[src/rtl/bcd_disp_pkg.sv]
// bcd_disp_pkg: shared digit count, BCD limit and active-low {g,f,e,d,c,b,a} segment patterns
package bcd_disp_pkg;
    typedef logic [6:0] seg_t;
    localparam int DIGITS = 4;
    localparam logic [3:0] BCD_MAX = 4'd9;
    localparam seg_t SEG_0 = 7'b1000000;
    localparam seg_t SEG_1 = 7'b1111001;
    localparam seg_t SEG_2 = 7'b0100100;
    localparam seg_t SEG_3 = 7'b0110000;
    localparam seg_t SEG_4 = 7'b0011001;
    localparam seg_t SEG_5 = 7'b0010010;
    localparam seg_t SEG_6 = 7'b0000010;
    localparam seg_t SEG_7 = 7'b1111000;
    localparam seg_t SEG_8 = 7'b0000000;
    localparam seg_t SEG_9 = 7'b0010000;
    localparam seg_t SEG_E = 7'b0000110;
    localparam seg_t SEG_BLANK = 7'b1111111;
    localparam logic [9:0][6:0] SEG_LUT = {SEG_9, SEG_8, SEG_7, SEG_6, SEG_5, SEG_4, SEG_3, SEG_2, SEG_1, SEG_0};
endpackage

[src/rtl/bcd_display_mux_if.sv]
// bcd_display_mux_if: load/data inputs and multiplexed display outputs of the BCD display
interface bcd_display_mux_if;
    import bcd_disp_pkg::*;
    logic load;
    logic [11:0] bcd_in;
    logic carry_in;
    seg_t seg;
    logic [DIGITS-1:0] an;
    logic err;
    modport master(output load, bcd_in, carry_in, input seg, an, err);
    modport slave(input load, bcd_in, carry_in, output seg, an, err);
endinterface

[src/rtl/bcd_to_7seg.sv]
// bcd_to_7seg: nibble plus blank flag to active-low segment pattern, E for non-BCD nibbles
module bcd_to_7seg
    import bcd_disp_pkg::*;
(
    input  logic [3:0] nib,
    input  logic       blank,
    output seg_t       seg
);
    always_comb begin
        seg = blank ? SEG_BLANK : nib > BCD_MAX ? SEG_E : SEG_LUT[nib];
    end
endmodule

[src/rtl/bcd_display_mux.sv]
// bcd_display_mux: 4-digit scanned BCD display; leading-zero blanking under BCD_LEADING_ZERO_BLANK_EN
module bcd_display_mux
    import bcd_disp_pkg::*;
#(
    parameter int CLK_DIV = 50000
) (
    input logic clk,
    input logic rst,
    bcd_display_mux_if.slave bus
);
    localparam int CW = $clog2(CLK_DIV);
    logic [CW-1:0] cnt;
    logic [1:0] idx;
    logic [1:0] nidx;
    logic [11:0] d;
    logic c;
    logic tick;
    logic [3:0] nib;
    logic blank;
    seg_t dec;
    assign tick = cnt == CW'(CLK_DIV - 1);
    assign nidx = idx + 2'd1;
    assign bus.err = d[3:0] > BCD_MAX || d[7:4] > BCD_MAX || d[11:8] > BCD_MAX;
    // Decode uses the pre-edge latch, so a coincident load shows from the next tick.
    always_comb begin
        nib = nidx == 2'd0 ? d[3:0] : nidx == 2'd1 ? d[7:4] : nidx == 2'd2 ? d[11:8] : {3'b000, c};
`ifdef BCD_LEADING_ZERO_BLANK_EN
        blank = nidx == 2'd3 ? !c : nidx == 2'd2 ? !c && d[11:8] == 4'd0 : nidx == 2'd1 ? !c && d[11:4] == 8'd0 : 1'b0;
`else
        blank = 1'b0;
`endif
    end
    bcd_to_7seg u_dec (.nib(nib), .blank(blank), .seg(dec));
    always_ff @(posedge clk) begin
        if (rst) begin
            cnt <= '0;
            idx <= 2'd3;
            d <= '0;
            c <= 1'b0;
            bus.seg <= SEG_BLANK;
            bus.an <= '1;
        end else begin
            cnt <= tick ? '0 : cnt + CW'(1);
            if (bus.load) begin
                d <= bus.bcd_in;
                c <= bus.carry_in;
            end
            if (tick) begin
                idx <= nidx;
                bus.seg <= dec;
                bus.an <= ~(4'b0001 << nidx);
            end
        end
    end
endmodule

[src/flat_wrapper.sv]
// flat-port wrapper written by rule: the top's interface ports become plain ports
module bcd_display_mux_flat import bcd_disp_pkg::*;
#(
    parameter int CLK_DIV = 50000
)
  (clk, rst, bus_load, bus_bcd_in, bus_carry_in, bus_seg, bus_an, bus_err);
  bcd_display_mux_if bus_i ();
  input logic clk;
  input logic rst;
  input wire logic [$bits(bus_i.load)-1:0] bus_load;
  input wire logic [$bits(bus_i.bcd_in)-1:0] bus_bcd_in;
  input wire logic [$bits(bus_i.carry_in)-1:0] bus_carry_in;
  output wire logic [$bits(bus_i.seg)-1:0] bus_seg;
  output wire logic [$bits(bus_i.an)-1:0] bus_an;
  output wire logic [$bits(bus_i.err)-1:0] bus_err;
  assign bus_i.load = bus_load;
  assign bus_i.bcd_in = bus_bcd_in;
  assign bus_i.carry_in = bus_carry_in;
  assign bus_seg = bus_i.seg;
  assign bus_an = bus_i.an;
  assign bus_err = bus_i.err;
  bcd_display_mux #(.CLK_DIV(CLK_DIV)) u_core (.clk(clk), .rst(rst), .bus(bus_i));
endmodule
[config.mk]
export PLATFORM = sky130hd
export DESIGN_NAME = bcd_display_mux_flat
export DESIGN_NICKNAME = d
export VERILOG_FILES = /design/src/rtl/bcd_disp_pkg.sv /design/src/rtl/bcd_display_mux_if.sv /design/src/rtl/bcd_to_7seg.sv /design/src/rtl/bcd_display_mux.sv /design/src/flat_wrapper.sv
export SDC_FILE = /design/constraint.sdc
export NUM_CORES = 1
export LEC_CHECK = 0
export ABC_AREA = 1
export CORE_UTILIZATION = 40
export DETAILED_ROUTE_END_ITERATION = 8
export PLACE_DENSITY_LB_ADDON = 0.05
export SLEW_MARGIN = 20
export SYNTH_ARGS = -nofsm -noshare
export SYNTH_HDL_FRONTEND = slang
export SYNTH_HIERARCHICAL = 1
export SYNTH_SLANG_ARGS = --single-unit
[constraint.sdc]
create_clock -name clk -period 4.1 [get_ports clk]
set_clock_uncertainty 0.15 [all_clocks]
set_input_delay 1.025 -clock clk [delete_from_list [all_inputs] [get_ports clk]]
set_output_delay 1.025 -clock clk [all_outputs]
set_load 0.01 [all_outputs]
==> reports/qor.yml <==
pwr:
  power-per-cell-area_mw_per_mm2: 293.1
  power_leakage_nw: 1.074
  ir_drop_mv: 0.1551
  power_mw: 0.7426
yosys:
  synth_top_area_cell: "dfxtp_1"
  ys_seq_area_share_pct: 39.46
  synth.area.mux_share_pct: 0
  synth_common_cells: "55 x nor2_1, 51 x nand2_1, 42 x dfxtp_1, 42 x nand3_1, 30 x inv_1"
  synthAdderAreaFrac_pct: 5.872
  synth_top_area_share_pct: 39.46
  yosys.area_share.simple_pct: 35.47
  syn_area_mm2: 0.002131
  synth_cell_types: 25
  syn_inst: 306
  synth-xor-area-share_pct: 1.644
  avgSynthCellArea_um2: 6.963
  synthesis.nets: 332
  synth_top_family_by_area: "simple AND/OR/NAND/NOR gates"
  synth-compound-area-share_pct: 9.982
  synth_seq_cells: 42
  synth_edf_count: 0
  yosysMostFrequentCell: "nor2_1"
  synth_area_leaders: "dfxtp_1 39%, nand3_1 9.9%, nor2_1 9.7%, nand2_1 9.0%, ha_1 5.9%"
  synthArstFlopShare_pct: 0
  synth_top_flop_cell: "dfxtp_1"
  ys.warnings.count: 6
clocking:
  cts_setup_buffers: 0
  htree_num_levels: 2
  hold_buffers: 0
  tritoncts: "yes"
  clkTransAtPathRegs_ns: 0.07
  cts_buffer_depth: 2
  cts_sinks: 42
  worst_skew_pair.late_latency_ns: 0.29
  cts_buffers: 5
  root_buffer: "clkbuf_8"
  cts_resized: 0
place:
  routabilityCongestion: 0.7455
  portBuffers: 27
  dp.final_hpwl_um: 3142
floorplan:
  fp.dieArea_mm2: 0.005623
  fp.dieH_um: 74.99
  die_x_um: 74.99
  io_pins: 28
  core_mm2: 0.005107
  start_util_pct: 41.72
  rows: 26
final_layout:
  num-nets-final: 359
  multi_input_area_mm2: 0.001132
  seq_area_um2: 840.8
  diodes: 0
  n_fill_cell: 540
  final_layout_size_suffix_gt1_share_pct: 6.006
  area_growth_pct: 18.91
  fin_util_pct: 49.61
routing:
  wl_um: 4197
  ant_nets: 0
  drt_drc_violations_left: 0
  via_per_inst: 4.640
  wl_per_cell_um: 10.41
  first_pass_iters: 4
  drt_iter0_markers: 110
  via_count: 1870
sta:
  worstMarginPinSlew_ns: 0.5634
  fmax_mhz: 390.1
  slew_violations: 0
  setup-tns-final_ns: 0
  rsz0062_at_grt: "false"
  period_minus_slack_ns: 2.563
  relSlewSlack_pct: 62.40
  hold_viol: 0
  hold_ws_ns: 0.2982
  setup_viol: 0
  period_share_pct: 62.52
critical_path:
  path_class: "flop to output pin"
  crit_arrival_ns: 1.39
  critPathMaxFanout: 3
  cp-end-kind: "output pin"
  cp.required_ns: 2.92
  cp-start-kind: "flop"
  rrSetupSlack_ns: 1.68
run_status:
  status: "finished, final reports clean"
grt:
  grt_pass1_vias: 1623
  grt_max_degree: 17
  antenna_found_initial: 0
  grt_usage_pct: 16.95
  grt_pass1_wl_um: 7217
  grt_overflow: 0
flow_run:
  maxCapViolCount: 0
hold_path:
  holdCritPathClass: "flop to flop"
-- cell families after synthesis --
family | Yosys count
XOR/XNOR | 4
other | 1
adder cells (fa/ha/maj) | 10
flip-flops | 42
AO/OA/AOI/OAI | 42
AND/OR/NAND/NOR | 168
buffers and inverters | 39
-- metrics by stage --
step                      instances  instance area, um2  worst slack, ns
after floorplan                 306                2131            1.970
after global placement          396                2455            1.556
after detailed placement        396                2455            1.533
after CTS                       403                2534            1.519
after global routing            403                2534            1.413
final                           403                2534            1.537
-- cell type report --
cell class	count	area share (%)
timing repair buffer	28	10.96
tap	70	3.457
clock inverter	2	0.3951
inverter	31	4.593
multi-input combinational	225	44.69
sequential	42	33.19
clock buffer	5	2.716
-- routing by layer --
layer  track usage, %  wire [um]  up-vias
met5                0          0        -
met2            24.12       1650       42
met1            24.34       2340      787
met3            4.953        178        2
met4            5.870         27        0
li1                 -          -     1039
-- worst paths after layout --
kind,start,end,cells after the start
hold reg to reg,u_core/cnt[0],u_core/cnt[0],1
setup / recovery,u_core/d[5],bus_err,3
setup reg to reg,u_core/idx[0],u_core/bus.seg[3],12
hold / removal,u_core/cnt[0],u_core/cnt[0],1
-- where the power goes --
group | internal (mW) | switching [mW] | total, mW
Combinational | 0.0325 | 0.0369 | 0.0694
Clock | 0.114 | 0.132 | 0.246
Sequential | 0.419 | 0.00801 | 0.427
Total | 0.566 | 0.177 | 0.743
-- sequential cells by signal, summed over array words and instances (netlist names) --
| name | flops |
|---|---|
| u_core/cnt | 16 |
| u_core/d | 12 |
| u_core/bus.seg | 7 |
| u_core/bus.an | 4 |
| u_core/idx | 2 |
| u_core/c | 1 |
-- layout by cell type, fill, tap and decap left out, types with 2 or more instances in the layout --
cell type,n
nand4_1,4
clkinv_2,2
xor2_1,2
nor2_1,55
a21oi_1,17
xnor2_1,2
nor2_4,2
nand3_1,42
o21ai_0,20
clkbuf_8,5
clkdlybuf4s50_1,27
nand2_1,51
nand2_2,4
inv_1,30
or2_2,2
dfxtp_1,42
ha_1,10
nand3b_1,4
nand3_2,2
o21ai_1,4
-- worst max-delay path, cell delays in order (launching register included) --
cell	delay [ns]
dfxtp_1	0.37
o21ai_0	0.10
nand3_1	0.10
clkdlybuf4s50_1	0.53
No activity file was read; power rests on OpenSTA's default activity.
